[config.mk]
export PLATFORM = sky130hd
export DESIGN_NAME = ram_burst_scheduler_flat
export DESIGN_NICKNAME = d
export VERILOG_FILES = /design/src/rtl/ram_burst_scheduler_if.sv /design/src/rtl/ram_burst_scheduler.sv /design/src/flat_wrapper.sv
export SDC_FILE = /design/constraint.sdc
export NUM_CORES = 1
export LEC_CHECK = 0
export ABC_CLOCK_PERIOD_IN_PS = 5140
export BUFFER_PORTS_ARGS = -buffer_cell sky130_fd_sc_hd__buf_2
export CAP_MARGIN = 25
export CORE_MARGIN = 1
export CORE_UTILIZATION = 27
export CTS_CLUSTER_SIZE = 14
export DETAILED_ROUTE_END_ITERATION = 8
export SYNTH_ARGS = -nofsm -noshare
export SYNTH_HDL_FRONTEND = slang
export SYNTH_SLANG_ARGS = --single-unit
[constraint.sdc]
create_clock -name clk -period 5.14 [get_ports clk]
set_input_delay 0.771 -clock clk [delete_from_list [all_inputs] [get_ports clk]]
set_output_delay 0.771 -clock clk [all_outputs]
set_load 0.01 [all_outputs]
[src/rtl/ram_burst_scheduler_if.sv]
`default_nettype none
// ============================================================================
// Module   : ram_burst_scheduler_if
// Purpose  : Burst command / completion handshake between the scheduler and
//            the RAM sequencer.
// Revision : 1.0 - initial release
// ============================================================================
interface ram_burst_scheduler_if #(
    parameter int ADDR_W = 23,
    parameter int CNT_W  = 11
);
    logic              cmd_valid;
    logic              cmd_ready;
    logic              cmd_dir;
    logic [2:0]        cmd_chan;
    logic [ADDR_W-1:0] cmd_addr;
    logic [CNT_W-1:0]  cmd_len;
    logic              burst_done;

    modport master (
        output cmd_valid, cmd_dir, cmd_chan, cmd_addr, cmd_len,
        input  cmd_ready, burst_done
    );

    modport slave (
        input  cmd_valid, cmd_dir, cmd_chan, cmd_addr, cmd_len,
        output cmd_ready, burst_done
    );
endinterface
`default_nettype wire

[src/rtl/ram_burst_scheduler.sv]
`default_nettype none
// ============================================================================
// Module   : ram_burst_scheduler
// Purpose  : Round-robin scheduler of fixed-length FIFO<->RAM bursts over
//            NUM_CH circular RAM regions, one command in flight at a time.
// Revision : 1.0 - initial release
// ============================================================================
module ram_burst_scheduler #(
    parameter int NUM_CH      = 4,
    parameter int CNT_W       = 11,
    parameter int BURST_LEN   = 32,
    parameter int REGION_LOG2 = 10,
    parameter int ADDR_W      = 23
) (
    input  wire logic                              clk,
    input  wire logic                              reset,
    input  wire logic [NUM_CH-1:0]                 chan_enable,
    input  wire logic [NUM_CH-1:0]                 chan_flush,
    input  wire logic [NUM_CH*CNT_W-1:0]           write_fifo_levels,
    input  wire logic [NUM_CH*CNT_W-1:0]           read_fifo_spaces,
    ram_burst_scheduler_if.master                  cmd_bus,
    output logic [NUM_CH*(REGION_LOG2+1)-1:0]      ram_occupancy,
    output logic                                   busy
);

    localparam int c_num_req = 2 * NUM_CH;
    localparam int c_req_w   = $clog2(c_num_req);
    localparam int c_occ_w   = REGION_LOG2 + 1;

    localparam logic [c_occ_w-1:0]     c_burst_occ  = c_occ_w'(BURST_LEN);
    localparam logic [REGION_LOG2-1:0] c_burst_ptr  = REGION_LOG2'(BURST_LEN);
    localparam logic [c_occ_w-1:0]     c_occ_wr_max = c_occ_w'((1 << REGION_LOG2) - BURST_LEN);
    localparam logic [CNT_W-1:0]       c_burst_cnt  = CNT_W'(BURST_LEN);

    localparam logic [1:0] c_st_idle   = 2'd0;
    localparam logic [1:0] c_st_issue  = 2'd1;
    localparam logic [1:0] c_st_wait   = 2'd2;
    localparam logic [1:0] c_st_update = 2'd3;

    logic [1:0]              r_state;
    logic [c_req_w-1:0]      r_rr_ptr;
    logic [c_req_w-1:0]      r_grant;
    logic                    r_flush_pend;
    logic                    r_cmd_valid;
    logic                    r_cmd_dir;
    logic [2:0]              r_cmd_chan;
    logic [ADDR_W-1:0]       r_cmd_addr;
    logic [CNT_W-1:0]        r_cmd_len;
    logic                    r_busy;
    logic [REGION_LOG2-1:0]  r_wptr [NUM_CH];
    logic [REGION_LOG2-1:0]  r_rptr [NUM_CH];
    logic [c_occ_w-1:0]      r_occ  [NUM_CH];

    logic [NUM_CH-1:0]       w_wr_elig;
    logic [NUM_CH-1:0]       w_rd_elig;
    logic [c_num_req-1:0]    w_req;
    logic                    w_found;
    logic [c_req_w-1:0]      w_sel;
    logic                    w_sel_dir;
    logic [2:0]              w_sel_chan;
    logic [REGION_LOG2-1:0]  w_sel_ptr;
    logic [ADDR_W-1:0]       w_sel_addr;
    logic                    w_active_flush;

    for (genvar g = 0; g < NUM_CH; g++) begin : g_chan
        assign w_wr_elig[g] = chan_enable[g] & ~chan_flush[g]
                            & (write_fifo_levels[g*CNT_W +: CNT_W] >= c_burst_cnt)
                            & (r_occ[g] <= c_occ_wr_max);
        assign w_rd_elig[g] = chan_enable[g] & ~chan_flush[g]
                            & (r_occ[g] >= c_burst_occ)
                            & (read_fifo_spaces[g*CNT_W +: CNT_W] >= c_burst_cnt);
        assign ram_occupancy[g*c_occ_w +: c_occ_w] = r_occ[g];
    end

    assign w_req = {w_rd_elig, w_wr_elig};

    // First eligible requester at or after rr_ptr, modulo 2*NUM_CH.
    always_comb begin
        w_found = 1'b0;
        w_sel   = '0;
        for (int k = 0; k < c_num_req; k++) begin
            if (!w_found && w_req[(int'(r_rr_ptr) + k) % c_num_req]) begin
                w_found = 1'b1;
                w_sel   = c_req_w'((int'(r_rr_ptr) + k) % c_num_req);
            end
        end
    end

    always_comb begin
        w_sel_dir  = (w_sel >= c_req_w'(NUM_CH));
        w_sel_chan = w_sel_dir ? 3'(w_sel - c_req_w'(NUM_CH)) : 3'(w_sel);
        w_sel_ptr  = '0;
        for (int c = 0; c < NUM_CH; c++) begin
            if (w_sel_chan == 3'(c)) begin
                w_sel_ptr = w_sel_dir ? r_rptr[c] : r_wptr[c];
            end
        end
        w_sel_addr = ADDR_W'({w_sel_chan, w_sel_ptr});
    end

    always_comb begin
        w_active_flush = 1'b0;
        for (int c = 0; c < NUM_CH; c++) begin
            if (r_cmd_chan == 3'(c) && chan_flush[c]) begin
                w_active_flush = 1'b1;
            end
        end
    end

    always_ff @(posedge clk or posedge reset) begin
        if (reset) begin
            r_state      <= c_st_idle;
            r_rr_ptr     <= '0;
            r_grant      <= '0;
            r_flush_pend <= 1'b0;
            r_cmd_valid  <= 1'b0;
            r_cmd_dir    <= 1'b0;
            r_cmd_chan   <= '0;
            r_cmd_addr   <= '0;
            r_cmd_len    <= '0;
            r_busy       <= 1'b0;
            for (int c = 0; c < NUM_CH; c++) begin
                r_wptr[c] <= '0;
                r_rptr[c] <= '0;
                r_occ[c]  <= '0;
            end
        end else begin
            // The channel owning the in-flight burst is cleared in UPDATE instead.
            for (int c = 0; c < NUM_CH; c++) begin
                if (chan_flush[c] && !(r_state != c_st_idle && r_cmd_chan == 3'(c))) begin
                    r_wptr[c] <= '0;
                    r_rptr[c] <= '0;
                    r_occ[c]  <= '0;
                end
            end

            case (r_state)
                c_st_idle: begin
                    if (w_found) begin
                        r_grant      <= w_sel;
                        r_cmd_dir    <= w_sel_dir;
                        r_cmd_chan   <= w_sel_chan;
                        r_cmd_addr   <= w_sel_addr;
                        r_cmd_len    <= c_burst_cnt;
                        r_cmd_valid  <= 1'b1;
                        r_busy       <= 1'b1;
                        r_flush_pend <= 1'b0;
                        r_state      <= c_st_issue;
                    end
                end
                c_st_issue: begin
                    if (w_active_flush) begin
                        r_flush_pend <= 1'b1;
                    end
                    if (cmd_bus.cmd_ready) begin
                        r_cmd_valid <= 1'b0;
                        r_state     <= c_st_wait;
                    end
                end
                c_st_wait: begin
                    if (w_active_flush) begin
                        r_flush_pend <= 1'b1;
                    end
                    if (cmd_bus.burst_done) begin
                        r_state <= c_st_update;
                    end
                end
                c_st_update: begin
                    for (int c = 0; c < NUM_CH; c++) begin
                        if (r_cmd_chan == 3'(c)) begin
                            if (r_flush_pend || chan_flush[c]) begin
                                r_wptr[c] <= '0;
                                r_rptr[c] <= '0;
                                r_occ[c]  <= '0;
                            end else if (!r_cmd_dir) begin
                                r_wptr[c] <= r_wptr[c] + c_burst_ptr;
                                r_occ[c]  <= r_occ[c] + c_burst_occ;
                            end else begin
                                r_rptr[c] <= r_rptr[c] + c_burst_ptr;
                                r_occ[c]  <= r_occ[c] - c_burst_occ;
                            end
                        end
                    end
                    r_rr_ptr     <= (r_grant == c_req_w'(c_num_req - 1)) ? '0 : r_grant + 1'b1;
                    r_flush_pend <= 1'b0;
                    r_busy       <= 1'b0;
                    r_state      <= c_st_idle;
                end
                default: begin
                    r_state <= c_st_idle;
                end
            endcase
        end
    end

    assign cmd_bus.cmd_valid = r_cmd_valid;
    assign cmd_bus.cmd_dir   = r_cmd_dir;
    assign cmd_bus.cmd_chan  = r_cmd_chan;
    assign cmd_bus.cmd_addr  = r_cmd_addr;
    assign cmd_bus.cmd_len   = r_cmd_len;
    assign busy              = r_busy;

endmodule
`default_nettype wire

[src/flat_wrapper.sv]
// flat-port wrapper written by rule: the top's interface ports become plain ports
module ram_burst_scheduler_flat 
#(
    parameter int NUM_CH      = 4,
    parameter int CNT_W       = 11,
    parameter int BURST_LEN   = 32,
    parameter int REGION_LOG2 = 10,
    parameter int ADDR_W      = 23
)
  (clk, reset, chan_enable, chan_flush, write_fifo_levels, read_fifo_spaces, ram_occupancy, busy, cmd_bus_cmd_valid, cmd_bus_cmd_dir, cmd_bus_cmd_chan, cmd_bus_cmd_addr, cmd_bus_cmd_len, cmd_bus_cmd_ready, cmd_bus_burst_done);
  ram_burst_scheduler_if #(.ADDR_W(ADDR_W), .CNT_W(CNT_W)) cmd_bus_i ();
  input  wire logic clk;
  input  wire logic reset;
  input  wire logic [NUM_CH-1:0] chan_enable;
  input  wire logic [NUM_CH-1:0] chan_flush;
  input  wire logic [NUM_CH*CNT_W-1:0] write_fifo_levels;
  input  wire logic [NUM_CH*CNT_W-1:0] read_fifo_spaces;
  output logic [NUM_CH*(REGION_LOG2+1)-1:0] ram_occupancy;
  output logic busy;
  output wire logic [$bits(cmd_bus_i.cmd_valid)-1:0] cmd_bus_cmd_valid;
  output wire logic [$bits(cmd_bus_i.cmd_dir)-1:0] cmd_bus_cmd_dir;
  output wire logic [$bits(cmd_bus_i.cmd_chan)-1:0] cmd_bus_cmd_chan;
  output wire logic [$bits(cmd_bus_i.cmd_addr)-1:0] cmd_bus_cmd_addr;
  output wire logic [$bits(cmd_bus_i.cmd_len)-1:0] cmd_bus_cmd_len;
  input wire logic [$bits(cmd_bus_i.cmd_ready)-1:0] cmd_bus_cmd_ready;
  input wire logic [$bits(cmd_bus_i.burst_done)-1:0] cmd_bus_burst_done;
  assign cmd_bus_cmd_valid = cmd_bus_i.cmd_valid;
  assign cmd_bus_cmd_dir = cmd_bus_i.cmd_dir;
  assign cmd_bus_cmd_chan = cmd_bus_i.cmd_chan;
  assign cmd_bus_cmd_addr = cmd_bus_i.cmd_addr;
  assign cmd_bus_cmd_len = cmd_bus_i.cmd_len;
  assign cmd_bus_i.cmd_ready = cmd_bus_cmd_ready;
  assign cmd_bus_i.burst_done = cmd_bus_burst_done;
  ram_burst_scheduler #(.NUM_CH(NUM_CH), .CNT_W(CNT_W), .BURST_LEN(BURST_LEN), .REGION_LOG2(REGION_LOG2), .ADDR_W(ADDR_W)) u_core (.clk(clk), .reset(reset), .chan_enable(chan_enable), .chan_flush(chan_flush), .write_fifo_levels(write_fifo_levels), .read_fifo_spaces(read_fifo_spaces), .cmd_bus(cmd_bus_i), .ram_occupancy(ram_occupancy), .busy(busy));
endmodule
* After elaboration in Yosys (flattened, before gate mapping) *
Index checks and enable logic that the tools add are counted.

storage, ports and cells
  register bits = 153
  bits in latches = 0
  bits in writable memories = 0
  bits in read-only memories = 0
  input bits = 100
  output and inout bits = 84
  word-level logic and storage cells = 285
  memories kept = 0

operators by class
  add/sub/neg operators = 25
  multiply operators = 0
  div/mod/pow operators = 0
  $lt $le $gt $ge = 25
  equal/unequal tests = 14
  shift operators = 0
  muxes and demuxes = 115
  bitwise gates (word level) = 31
  reductions and logical operators = 53

operators by type and width
  operator                                                             number
  two-way mux 10 bit                                                   40
  two-way mux 11 bit                                                   16
  greater-or-equal comparator 11 x 6 -> 1 bit (second input constant)  12
  adder 10 x 6 -> 10 bit (second input constant)                       8
  two-way mux 40 bit                                                   2
  adder 11 x 6 -> 11 bit (second input constant)                       4
  <= comparator 11 x 10 -> 1 bit (second input constant)               4
  two-way mux 44 bit                                                   1
  subtractor 11 x 6 -> 11 bit (second input constant)                  4
  less-than comparator 4 x 5 -> 1 bit (second input constant)          7
  two-way mux 1 bit                                                    31
  two-way mux 3 bit                                                    10
  binary-select mux 1 bit (select 3 bit)                               8
  OR reduction 3 bit                                                   7
  AND 1 bit                                                            20
  logical AND 1 bit                                                    19
  adder 3 bit (second input constant)                                  4
  equality test 3 x 2 -> 1 bit (second input constant)                 4
  logical NOT 1 bit                                                    11
  one-hot mux 2 bit (4 select lines)                                   1
  AND 1 bit (first input constant)                                     7
  adder 3 x 1 -> 3 bit (second input constant)                         2
  adder 3 x 2 -> 3 bit (second input constant)                         2
  equality test 3 x 1 -> 1 bit (second input constant)                 2
  other kinds (19)                                                     37

* Longest topological paths before layout *
Gate-level depths: netlist of run 1.

  word-level depth = 35
  mapped depth = 15
  gate-level depth less buffers = 13

* Worst setup path before layout of run 1 *
Ideal clock, no wire load.

  kind = input to register
  start point = in chan_flush[3]
  end point = reg u_core.r_cmd_addr[8] (netlist: u_core.cmd_bus.cmd_addr[8])
  setup time = 0.133 ns
  data arrival time = 3.893 ns
  required time = 5.007 ns
  path slack = 1.114 ns
  stages = 11
  buffers on the path = 1
  cell sequence = nand2b_1 -> or4_1 -> buf_2 -> mux2_2 -> mux4_2 -> a32oi_1 -> o311ai_1 -> a2bb2oi_4 -> mux4_2 -> a32oi_1 -> o211ai_1

between the ends
  cells in the longest elaborated chain, start to end = 35
  elaborated cells on any way between the ends = 75
  classes of those cells = add/sub (1); order compare (1); eq/ne (3); mux (48); bitwise (6); reduce/logical (16)

RTL lines
  item                                                                   RTL line                                              text
  start, declared                                                        flat_wrapper.sv:15                                    input wire logic [NUM_CH-1:0] chan_flush;
  inverter 1 bit *                                                       ram_burst_scheduler.sv:66, ram_burst_scheduler.sv:69
  AND 1 bit *                                                            ram_burst_scheduler.sv:66, ram_burst_scheduler.sv:69
  AND 1 bit (on tied branches)                                           ram_burst_scheduler.sv:67, ram_burst_scheduler.sv:70
  AND 1 bit (on tied branches)                                           ram_burst_scheduler.sv:68, ram_burst_scheduler.sv:71
  binary-select mux 1 bit (select 3 bit)                                 ram_burst_scheduler.sv:82                             if (!w_found && w_req[(int'(r_rr_ptr) + k) % c_num_req]) begin
  two-way mux 1 bit (not written as such)                                ram_burst_scheduler.sv:82
  two-way mux 1 bit                                                      ram_burst_scheduler.sv:82
  logical NOT 1 bit                                                      ram_burst_scheduler.sv:82
  (+16 left out)                                                         -
  two-way mux 1 bit                                                      ram_burst_scheduler.sv:82
  logical NOT 1 bit                                                      ram_burst_scheduler.sv:82
  logical AND 1 bit                                                      ram_burst_scheduler.sv:82
  two-way mux 3 bit                                                      ram_burst_scheduler.sv:82
  subtractor 3 bit or greater-or-equal comparator 3 bit (tied branches)  ram_burst_scheduler.sv:91, ram_burst_scheduler.sv:90
  two-way mux 3 bit                                                      ram_burst_scheduler.sv:91                             w_sel_chan = w_sel_dir ? 3'(w_sel - c_req_w'(NUM_CH)) : 3'(w_sel);
  logical NOT 3 bit                                                      ram_burst_scheduler.sv:94                             if (w_sel_chan == 3'(c)) begin
  two-way mux 10 bit (4 in series)                                       ram_burst_scheduler.sv:94
  end signal, assigned                                                   ram_burst_scheduler.sv:143                            r_cmd_addr <= w_sel_addr;
  end, declared                                                          ram_burst_scheduler.sv:47                             logic [ADDR_W-1:0] r_cmd_addr;

Mark *: on every way between the ends. The rest lies on a longest branch, timed or not. The select of a mux whose other input is x is not followed.
A chain may end at the register's enable or synchronous reset.

* Final worst setup path of run 1 *
  start point = reg u_core.r_occ (netlist bit u_core.ram_occupancy[38])
  end point = reg u_core.r_cmd_addr[2] (netlist: u_core.cmd_bus.cmd_addr[2])

between the ends
  cells in the longest elaborated chain, start to end = 34
  elaborated cells on any way between the ends = 74
  classes of those cells = add/sub (1); order compare (3); eq/ne (3); mux (48); bitwise (3); reduce/logical (16)

RTL lines
  item                                                                   RTL line                                              text
  start, declared                                                        ram_burst_scheduler.sv:52                             logic [c_occ_w-1:0] r_occ [NUM_CH];
  start signal, assigned by index                                        ram_burst_scheduler.sv:177                            r_occ[c] <= r_occ[c] + c_burst_occ;
  start signal, assigned by index                                        ram_burst_scheduler.sv:180                            r_occ[c] <= r_occ[c] - c_burst_occ;
  greater-or-equal comparator 11 x 6 -> 1 bit                            ram_burst_scheduler.sv:70                             & (r_occ[g] >= c_burst_occ)
  AND 1 bit                                                              ram_burst_scheduler.sv:70
  AND 1 bit                                                              ram_burst_scheduler.sv:71                             & (read_fifo_spaces[g*CNT_W +: CNT_W] >= c_burst_cnt);
  binary-select mux 1 bit (select 3 bit)                                 ram_burst_scheduler.sv:82
  two-way mux 1 bit (not written as such)                                ram_burst_scheduler.sv:82
  two-way mux 1 bit                                                      ram_burst_scheduler.sv:82
  logical NOT 1 bit                                                      ram_burst_scheduler.sv:82
  logical AND 1 bit                                                      ram_burst_scheduler.sv:82
  (+15 left out)                                                         -
  two-way mux 1 bit                                                      ram_burst_scheduler.sv:82
  logical NOT 1 bit                                                      ram_burst_scheduler.sv:82
  logical AND 1 bit                                                      ram_burst_scheduler.sv:82
  two-way mux 3 bit                                                      ram_burst_scheduler.sv:82
  subtractor 3 bit or greater-or-equal comparator 3 bit (tied branches)  ram_burst_scheduler.sv:91, ram_burst_scheduler.sv:90
  two-way mux 3 bit                                                      ram_burst_scheduler.sv:91
  logical NOT 3 bit                                                      ram_burst_scheduler.sv:94
  two-way mux 10 bit (4 in series)                                       ram_burst_scheduler.sv:94

Several ways; a longest one is shown, not always the timed one. The select of a mux whose other input is x is not followed.

==> results.json, run 1 <==
{
  "flop_and_latch_count_out_of_synthesis": 148,
  "period_minus_slack_ns": 4.57,
  "synth_edf_count": 0,
  "starting_utilization_of_the_core_area": 0.274,
  "cp.required_ns": 5.43,
  "timing.hold.ws_ns": 0.470,
  "timing.final.crit_share": 0.889,
  "preCtsSetupSlack_ns": 0.391,
  "finalSetupViolCount": 0,
  "grtUsageTotal": 0.141,
  "timing.critical_path.to_type": "flop",
  "slew_headroom": 0.448,
  "totalNegativeSetupSlack_ns": 0,
  "cts.clk_slew.worst_paths_ns": 0.07,
  "hold_viol_final": 0,
  "antenna_left": 0,
  "cts_max_level": 4,
  "cts.sink_count": 148,
  "slew_violations": 0,
  "cts_hold_buffers": 0,
  "final_layout_size_suffix_gt1_frac": 0.211,
  "max_freq_mhz": 219,
  "hpwl_um": 16900,
  "power_frac_seq": 0.257,
  "drt-pass1-iter-count": 6,
  "clock_tree.buffer_depth": 2,
  "drt-wirelength-per-cell_um": 15.8,
  "synthCells": 900,
  "num-fill-cells": 3283,
  "sequential_area_share_after_synthesis": 0.417,
  "route.detailed.vias_per_inst": 4.92,
  "maxCapViolCount": 0,
  "grt.met1_usage": 0.184,
  "die_height_um": 183,
  "cts_tree": "yes",
  "core_region_area_um2": 32500,
  "area.growth.synth_to_final_pct": 19.0,
  "number_of_buffers_added_by_the_clock_tree_synthesis_step": 17,
  "synth_area_leader_cell": "dfrtp_1",
  "worst_slew_pin_slew_ns": 0.823,
  "r2r_cells": 12,
  "run_status": "completed",
  "min_path_type": "flop to flop",
  "synth_cell_type_count": 76,
  "rsz0062_at_grt": "false",
  "synth.cell_area_um2": 8880,
  "clock_insertion_delay_worst_skew_ns": 0.43,
  "busiest_grt_layer": "met2",
  "gp_congestion": 0.867,
  "fin_skew_ns": 0.0159,
  "timing.hold.worst_path_depth": 1,
  "total_die_area_um2": 33600,
  "pwr_density_cell_nw_per_um2": 517,
  "synthTopCellsByArea": "dfrtp_1 (42%), ha_1 (4.4%), mux2i_1 (4.2%)",
  "detail_route.iter0.violations": 413,
  "timing_worst_setup_path_type": "flop to flop",
  "synth_area_per_cell_um2": 9.87,
  "critPathMaxFanout": 10,
  "startpoint_class_of_the_critical_path": "flop",
  "pin_count_of_the_biggest_net_entering_global_routing": 85,
  "route.detailed.drc": 0,
  "gr-usage-met3": 0.0266,
  "insertedDiodeCount": 0,
  "total_grt_overflow": 0,
  "die_width_um": 183,
  "num-nets-final": 1151,
  "overall_power_after_layout_mw": 5.46,
  "clock_power_share": 0.245,
  "numPortBuffers": 123,
  "pin_count": 184,
  "total_switching_power_mw": 2.30,
  "postLayoutCoreUtil": 0.326,
  "power.share.combinational": 0.499,
  "antenna_found_initial": 0,
  "synth-main-ff-cell": "dfrtp_1",
  "layout_setup_ws_ns": 0.573,
  "use_met2": 0.236,
  "grt_first_pass_wirelength_um": 37400,
  "critPathArrivalTime_ns": 4.86,
  "clk_root_buffer_cell": "clkbuf_16",
  "postRouteWirelength_um": 23200,
  "synth_warnings": 0,
  "via_count_of_the_first_global_routing_pass": 6942,
  "rows": 66,
  "synth-async-reset-ratio": 1.00,
  "leakage_nw": 4.86,
  "cts.repair_timing.setup_buffer_count": 0,
  "route.vias.total": 7255,
  "power_report.internal_total_mw": 3.16,
  "cts_repair_resize_count": 0,
  "swShare": 0.421,
  "netlist.area_leader.share": 0.417,
  "power.ir.vdd_worst_v": 0.000413
}
sequential cells by signal (all words and copies together) (netlist names), 2 cells and up:
| name | count |
|---|---|
| u_core.ram_occupancy | 44 |
| u_core.r_rptr | 40 |
| u_core.r_wptr | 40 |
| u_core.cmd_bus.cmd_addr | 10 |
| u_core.r_state | 2 |
| u_core.r_rr_ptr | 3 |
| u_core.cmd_bus.cmd_chan | 3 |
worst max-delay path, cell delays in order, from the launching register on:
cell	delay, ns
dfrtp_1	0.47
ha_1	0.27
nand4_1	0.10
a21oi_1	0.05
or4_1	0.64
mux2_2	0.42
mux4_2	0.51
a32oi_1	0.41
o311ai_1	0.23
a2bb2oi_4	0.41
mux4_2	0.55
a32oi_1	0.23
o211ai_1	0.13
per-layer routing:
metal	routed length, um	share of wire
met1	10800	0.46
met2	11100	0.48
met3	1100	0.047
met4	275	0.012
met5	0	0
logic make-up after synthesis:
group	count (synthesis)	synth area share
XOR/XNOR	32	0.0316
adder cells (fa/ha/maj)	31	0.0437
AO/OA/AOI/OAI	193	0.157
multiplexers	67	0.0992
flip-flops	148	0.417
AND/OR/NAND/NOR	345	0.201
buffers and inverters	83	0.0500
other	1	0.000422
placed cells by master, fill, tap and decap left out, types with 10 or more instances in the layout:
master / n
xnor2_1: 15
nand2b_1: 13
nor2_1: 75
buf_4: 19
dfrtp_1: 148
inv_1: 16
a21oi_1: 23
and3_1: 27
ha_1: 31
mux2_2: 11
xor2_1: 17
nand3_1: 23
a22o_1: 20
o21ai_0: 41
nor2b_1: 47
clkbuf_16: 17
mux2i_1: 37
nor3_1: 17
nand2_1: 72
and2_1: 27
conb_1: 20
nand4_1: 16
o31ai_1: 18
buf_2: 123
o211ai_1: 10
mux4_2: 15
path summary, 6_finish.rpt:
path / slack, ns / end / startpoint
setup / recovery: 0.57 / u_core.cmd_bus.cmd_addr[2] / u_core.ram_occupancy[38]
hold / removal: 0.47 / u_core.cmd_bus.cmd_len[5] / u_core.cmd_bus.cmd_len[5]
setup reg to reg: 0.57 / u_core.cmd_bus.cmd_addr[2] / u_core.ram_occupancy[38]
hold reg to reg: 0.47 / u_core.cmd_bus.cmd_len[5] / u_core.cmd_bus.cmd_len[5]
max in group asynchronous: 3.65 / u_core.r_rptr[22] / reset
min in group asynchronous: 0.51 / u_core.ram_occupancy[16] / reset
through the flow:
step / instances / cell area, um2
floorplan: 919 / 8950
global placement: 1439 / 9910
detailed placement: 1441 / 9930
CTS: 1473 / 10500
global route: 1475 / 10600
finish: 1475 / 10600
synth_stat cells, types with 5 or more instances:
cell and count:
mux2i_1 37, o211ai_1 10, xnor2_1 15, o21ai_1 9, o31ai_1 18, mux4_2 15, ha_1 31, xor2_1 17
nor3_1 17, dfrtp_1 148, nor4_1 7, a32oi_1 9, nor2b_1 47, nand2_1 72, o21ai_0 41, buf_4 25
a22o_1 20, and2_1 27, nand4_1 16, clkbuf_1 30, inv_1 17, nor2_1 75, a21oi_1 23, o22ai_1 6
o31ai_2 5, nand3_1 23, nand2b_1 13, mux2_2 11, a31oi_1 6, and3_1 27
power groups by stage:
stage | combinational, mW | sequential, mW | clock [mW]
2_1_floorplan | 2.09 | 1.37 | 0
5_1_grt | 2.98 | 1.42 | 1.41
3_5_place_dp | 2.71 | 1.42 | 0
4_1_cts | 2.72 | 1.40 | 1.36
3_3_place_gp | 2.69 | 1.42 | 0
6_report | 2.73 | 1.40 | 1.34
final cells by class:
type / instances / area (um2) / share of cell area
Tap cell: 442 / 553 / 0.0524
Clock buffer: 18 / 429 / 0.0406
Clock inverter: 14 / 191 / 0.0181
Sequential cell: 148 / 3700 / 0.351
Multi-Input combinational cell: 688 / 4810 / 0.456
Timing Repair Buffer: 144 / 790 / 0.0747
Inverter: 21 / 83.8 / 0.00794
No activity file was read; power rests on OpenSTA's default activity.
==> run 2, diff against run 1 <==
--- a/config.mk
+++ b/config.mk
@@ -9,9 +9,10 @@
 export BUFFER_PORTS_ARGS = -buffer_cell sky130_fd_sc_hd__buf_2
 export CAP_MARGIN = 25
 export CORE_MARGIN = 1
-export CORE_UTILIZATION = 27
+export CORE_UTILIZATION = 51
 export CTS_CLUSTER_SIZE = 14
 export DETAILED_ROUTE_END_ITERATION = 8
+export PLACE_DENSITY = 0.75
 export SYNTH_ARGS = -nofsm -noshare
 export SYNTH_HDL_FRONTEND = slang
 export SYNTH_SLANG_ARGS = --single-unit
==> results.json, run 2 (synthesis results as in run 1) <==
{
  "run_status": "completed",
  "final_layout_size_suffix_gt1_frac": 0.206,
  "cp_slowest_cell": "dfrtp_1",
  "postLayoutCoreUtil": 0.608,
  "drt-wirelength-per-cell_um": 17.8,
  "route.detailed.drc": 0,
  "layout_setup_ws_ns": 0.618,
  "pwr_density_cell_nw_per_um2": 527,
  "cts_max_level": 4,
  "fin_skew_ns": 0.00779,
  "cts.sink_count": 148,
  "totalNegativeSetupSlack_ns": 0,
  "route.vias.total": 7367,
  "worst_slew_pin_slew_ns": 1.03,
  "postRouteWirelength_um": 22200,
  "max_freq_mhz": 221,
  "core_region_area_um2": 16800,
  "gp_congestion": 0.886,
  "max_stage_delay_ns": 0.69,
  "rows": 47,
  "grtUsageTotal": 0.259,
  "min_path_type": "input port to asynchronous set/reset pin",
  "timing.critical_path.to_type": "flop",
  "antenna_left": 0,
  "most-common-layout-cells": "dfrtp_1 (148), buf_2 (123), nor2_1 (75), nand2_1 (72), nor2b_1 (47)",
  "rsz0062_at_grt": "false",
  "power.ir.vdd_worst_v": 0.000360,
  "max_ffs_per_register": 44,
  "number_of_buffers_added_by_the_clock_tree_synthesis_step": 17,
  "preCtsSetupSlack_ns": 0.380,
  "grt_first_pass_wirelength_um": 36300,
  "critPathArrivalTime_ns": 4.83,
  "period_minus_slack_ns": 4.52,
  "cts.clk_slew.worst_paths_ns": 0.06,
  "slew_violations": 0,
  "total_die_area_um2": 17900,
  "critPathMaxFanout": 18,
  "cts_tree": "yes",
  "cts_hold_buffers": 0,
  "pin_count_of_the_biggest_net_entering_global_routing": 62,
  "leakage_nw": 4.81,
  "hpwl_um": 15400,
  "die_width_um": 134,
  "clk_root_buffer_cell": "clkbuf_16",
  "num-fill-cells": 1449,
  "timing.final.crit_share": 0.880,
  "maxCapViolCount": 0,
  "antenna_found_initial": 0,
  "route.detailed.vias_per_inst": 5.91,
  "clock_tree.buffer_depth": 2,
  "cp.required_ns": 5.45,
  "timing_worst_setup_path_type": "flop to flop",
  "clock_insertion_delay_worst_skew_ns": 0.43,
  "cts_repair_resize_count": 0,
  "total_grt_overflow": 0,
  "crit_chain": "inv_2, ha_1, clkinv_1, mux4_2, a32oi_1, o311ai_1, a2bb2oi_4, mux4_2, a32oi_1, o211ai_1",
  "numPortBuffers": 123,
  "detail_route.iter0.violations": 486,
  "num-nets-final": 1144,
  "drt-pass1-iter-count": 5,
  "hold_viol_final": 0,
  "slew_headroom": 0.311,
  "starting_utilization_of_the_core_area": 0.528,
  "area.growth.synth_to_final_pct": 15.2,
  "finalSetupViolCount": 0,
  "via_count_of_the_first_global_routing_pass": 7009,
  "pin_count": 184,
  "cts.repair_timing.setup_buffer_count": 0,
  "insertedDiodeCount": 0,
  "layout_commonest_cell": "dfrtp_1",
  "startpoint_class_of_the_critical_path": "flop",
  "die_height_um": 134
}
run 2: cell count changes in the layout (fill, tap and decap cells not counted), sizes merged:
cell and delta:
clkinv -1, clkinvlp +3, clkbuf +1, buf -7, inv -3
run 2: metrics by stage:
stage / instance area, um2 / instances / power, mW / hold slack [ns]
finish: 10200 / 1246 / 5.39 / 0.324
detailed placement: 9590 / 1212 / 4.06 / 0.457
CTS: 10200 / 1244 / 5.38 / 0.342
global placement: 9590 / 1212 / 4.03 / 0.456
global route: 10200 / 1246 / 5.71 / 0.352
floorplan: 8950 / 919 / 3.47 / 0.448
run 2: layout make-up:
class | count | area [um2] | area share
Clock buffer | 19 | 443 | 0.0433
Timing Repair Buffer | 137 | 733 | 0.0717
Clock inverter | 13 | 174 | 0.0170
Tap cell | 220 | 275 | 0.0269
Inverter | 21 | 83.8 | 0.00820
Multi-Input combinational cell | 688 | 4810 | 0.471
Sequential cell | 148 | 3700 | 0.362
run 2: critical path, delay by kind of cell (launching register included):
family	cells	cell delay, ns
mux	2	1.16
flops	1	0.69
compound gates	5	1.27
fa+ha+maj	1	0.57
buf+inv	2	0.69
run 2: routing by layer:
metal  up-vias  GRT usage  share of wire
met3        37     0.0435          0.046
met5         -          0              0
met2       204      0.416           0.49
met4         0      0.104          0.022
li1       3466          -              -
met1      3660      0.349           0.44
run 2: final timing paths:
check                                          start                          to  slack [ns]  cells after the start
min in group clk           u_core.cmd_bus.cmd_len[5]   u_core.cmd_bus.cmd_len[5]        0.46                      1
max in group asynchronous                      reset           u_core.r_rptr[33]        3.72                      3
max reg2reg                       u_core.r_rr_ptr[0]  u_core.cmd_bus.cmd_addr[5]        0.62                     10
min                                            reset    u_core.ram_occupancy[39]        0.32                      2
min reg2reg                u_core.cmd_bus.cmd_len[5]   u_core.cmd_bus.cmd_len[5]        0.46                      1
max                               u_core.r_rr_ptr[0]  u_core.cmd_bus.cmd_addr[5]        0.62                     10
run 2: report_power, final:
group	switching [mW]	internal (mW)
Combinational	1.56	1.11
Sequential	0.154	1.26
Clock	0.522	0.784
==> run 3, diff against run 2 <==
--- a/config.mk
+++ b/config.mk
@@ -5,14 +5,14 @@
 export SDC_FILE = /design/constraint.sdc
 export NUM_CORES = 1
 export LEC_CHECK = 0
-export ABC_CLOCK_PERIOD_IN_PS = 5140
+export ABC_CLOCK_PERIOD_IN_PS = 5200
 export BUFFER_PORTS_ARGS = -buffer_cell sky130_fd_sc_hd__buf_2
 export CAP_MARGIN = 25
 export CORE_MARGIN = 1
 export CORE_UTILIZATION = 51
 export CTS_CLUSTER_SIZE = 14
 export DETAILED_ROUTE_END_ITERATION = 8
-export PLACE_DENSITY = 0.75
+export PLACE_DENSITY = 0.71
 export SYNTH_ARGS = -nofsm -noshare
 export SYNTH_HDL_FRONTEND = slang
 export SYNTH_SLANG_ARGS = --single-unit
==> constraint.sdc (replaced) <==
create_clock -name clk -period 5.2 [get_ports clk]
set_input_delay 0.78 -clock clk [delete_from_list [all_inputs] [get_ports clk]]
set_output_delay 0.78 -clock clk [all_outputs]
set_load 0.01 [all_outputs]
==> results.json, run 3 (synthesis results as in run 1) <==
{
  "finalSetupViolCount": 0,
  "numPortBuffers": 123,
  "final_layout_size_suffix_gt1_frac": 0.204,
  "r2r_cells": 13,
  "via_count_of_the_first_global_routing_pass": 7106,
  "rsz0062_at_grt": "false",
  "cts_repair_resize_count": 0,
  "layout_commonest_cell": "dfrtp_1",
  "total_die_area_um2": 17900,
  "met3_length_um": 1260,
  "core_region_area_um2": 16800,
  "clock_insertion_delay_worst_skew_ns": 0.43,
  "cts_max_level": 4,
  "pwr_density_cell_nw_per_um2": 514,
  "slew_violations": 0,
  "timing_worst_setup_path_type": "flop to flop",
  "timing.critical_path.to_type": "flop",
  "cp.required_ns": 5.49,
  "reg2reg_slack_ns": 0.42,
  "drt-wirelength-per-cell_um": 17.5,
  "overall_power_after_layout_mw": 5.23,
  "run_status": "completed",
  "max_freq_mhz": 209,
  "route.detailed.drc": 0,
  "worst_r2r_startpoint": "u_core.ram_occupancy[39]",
  "crit_family": "compound AO/OA/AOI/OAI gates",
  "detail_route.iter0.violations": 667,
  "number_of_buffers_added_by_the_clock_tree_synthesis_step": 17,
  "drt-pass1-iter-count": 6,
  "highest_layer": "met4",
  "cts.repair_timing.setup_buffer_count": 0,
  "insertedDiodeCount": 0,
  "clock_tree.buffer_depth": 2,
  "starting_utilization_of_the_core_area": 0.528,
  "clk_root_buffer_cell": "clkbuf_16",
  "most-common-layout-cells": "dfrtp_1 (148), buf_2 (123), nor2_1 (75), nand2_1 (72), nor2b_1 (47)",
  "timing.final.crit_share": 0.919,
  "worst_slew_pin_slew_ns": 0.977,
  "max_ffs_per_register": 44,
  "critPathMaxFanout": 10,
  "route.vias.total": 7331,
  "cp_slowest_cell": "mux4_2",
  "totalNegativeSetupSlack_ns": 0,
  "crit_chain": "inv_1, ha_1, or4b_1, nor3_1, o21ai_1, mux2_2, mux4_2, a32oi_1, o311ai_1, a2bb2oi_4, mux4_2, a32oi_1, o211ai_1",
  "total_grt_overflow": 0,
  "slew_headroom": 0.345,
  "period_minus_slack_ns": 4.78,
  "antenna_found_initial": 0,
  "postRouteWirelength_um": 21800,
  "hpwl_um": 15300,
  "wl_met1_um": 9980,
  "hold_viol_final": 0,
  "antenna_left": 0,
  "num-nets-final": 1144,
  "die_width_um": 134,
  "worst_r2r_endpoint": "u_core.cmd_bus.cmd_addr[9]",
  "cts.clk_slew.worst_paths_ns": 0.06,
  "detailroute.wirelength.met2_um": 10100,
  "route.detailed.vias_per_inst": 5.89,
  "pin_count_of_the_biggest_net_entering_global_routing": 107,
  "die_height_um": 134,
  "power.ir.vdd_worst_v": 0.000382,
  "cts_tree": "yes",
  "grtUsageTotal": 0.255,
  "fin_skew_ns": 0.00744,
  "area.growth.synth_to_final_pct": 14.7,
  "startpoint_class_of_the_critical_path": "flop",
  "leakage_nw": 4.80,
  "maxCapViolCount": 0,
  "rows": 47,
  "grt_first_pass_wirelength_um": 36000,
  "pin_count": 184,
  "gp_congestion": 0.882,
  "worst-path-buf-inv": 1,
  "critPathArrivalTime_ns": 5.07,
  "max_stage_delay_ns": 0.55,
  "min_path_type": "input port to asynchronous set/reset pin",
  "cts.sink_count": 148,
  "cts_hold_buffers": 0
}
run 3: changes by cell type in the layout (fill, tap and decap cells not counted), sizes merged:
cell / delta
clkbuf: +1
bufinv: -2
clkinv: +4
clkinvlp: -2
inv: -2
run 3: worst max-delay path by stage:
stage | depth (start not counted) | slack (ns) | to | start
2_1_floorplan | 1 | 0.44 | u_core.busy | reset
3_3_place_gp | 11 | 0.51 | u_core.cmd_bus.cmd_addr[8] | chan_flush[3]
3_5_place_dp | 11 | 0.48 | u_core.cmd_bus.cmd_addr[9] | chan_flush[3]
4_1_cts | 13 | 0.51 | u_core.cmd_bus.cmd_addr[9] | u_core.ram_occupancy[39]
5_1_grt | 13 | 0.17 | u_core.cmd_bus.cmd_addr[9] | u_core.ram_occupancy[39]
6_report | 13 | 0.42 | u_core.cmd_bus.cmd_addr[9] | u_core.ram_occupancy[39]
run 3: layer usage:
metal,vias up,global-route usage
met5,-,0
met4,0,0.104
met3,44,0.0423
met2,270,0.393
met1,3552,0.358
li1,3465,-
run 3: metrics by stage:
stage               hold slack [ns]   util  std cells  area, um2  worst slack (ns)
floorplan                     0.448      -        919       8950             0.440
global placement              0.445  0.571       1213       9600             0.510
detailed placement            0.450  0.571       1213       9600             0.480
CTS                           0.468  0.604       1244      10200             0.515
global route                  0.256  0.605       1245      10200             0.165
finish                        0.258  0.605       1245      10200             0.423
run 3: layout make-up:
class	instances	area (um2)
Fill cell	1468	6640
Multi-Input combinational cell	688	4810
Sequential cell	148	3700
Timing Repair Buffer	137	753
Clock buffer	20	447
Tap cell	220	275
Clock inverter	11	105
Inverter	21	83.8
run 3: power breakdown:
| group | total (mW) | leakage [nW] | internal, mW | switching (mW) |
|---|---|---|---|---|
| logic | 2.69 | 2.50 | 1.10 | 1.59 |
| clock network | 1.17 | 0.264 | 0.671 | 0.496 |
| registers | 1.38 | 2.04 | 1.24 | 0.133 |
| total | 5.23 | 4.80 | 3.02 | 2.21 |
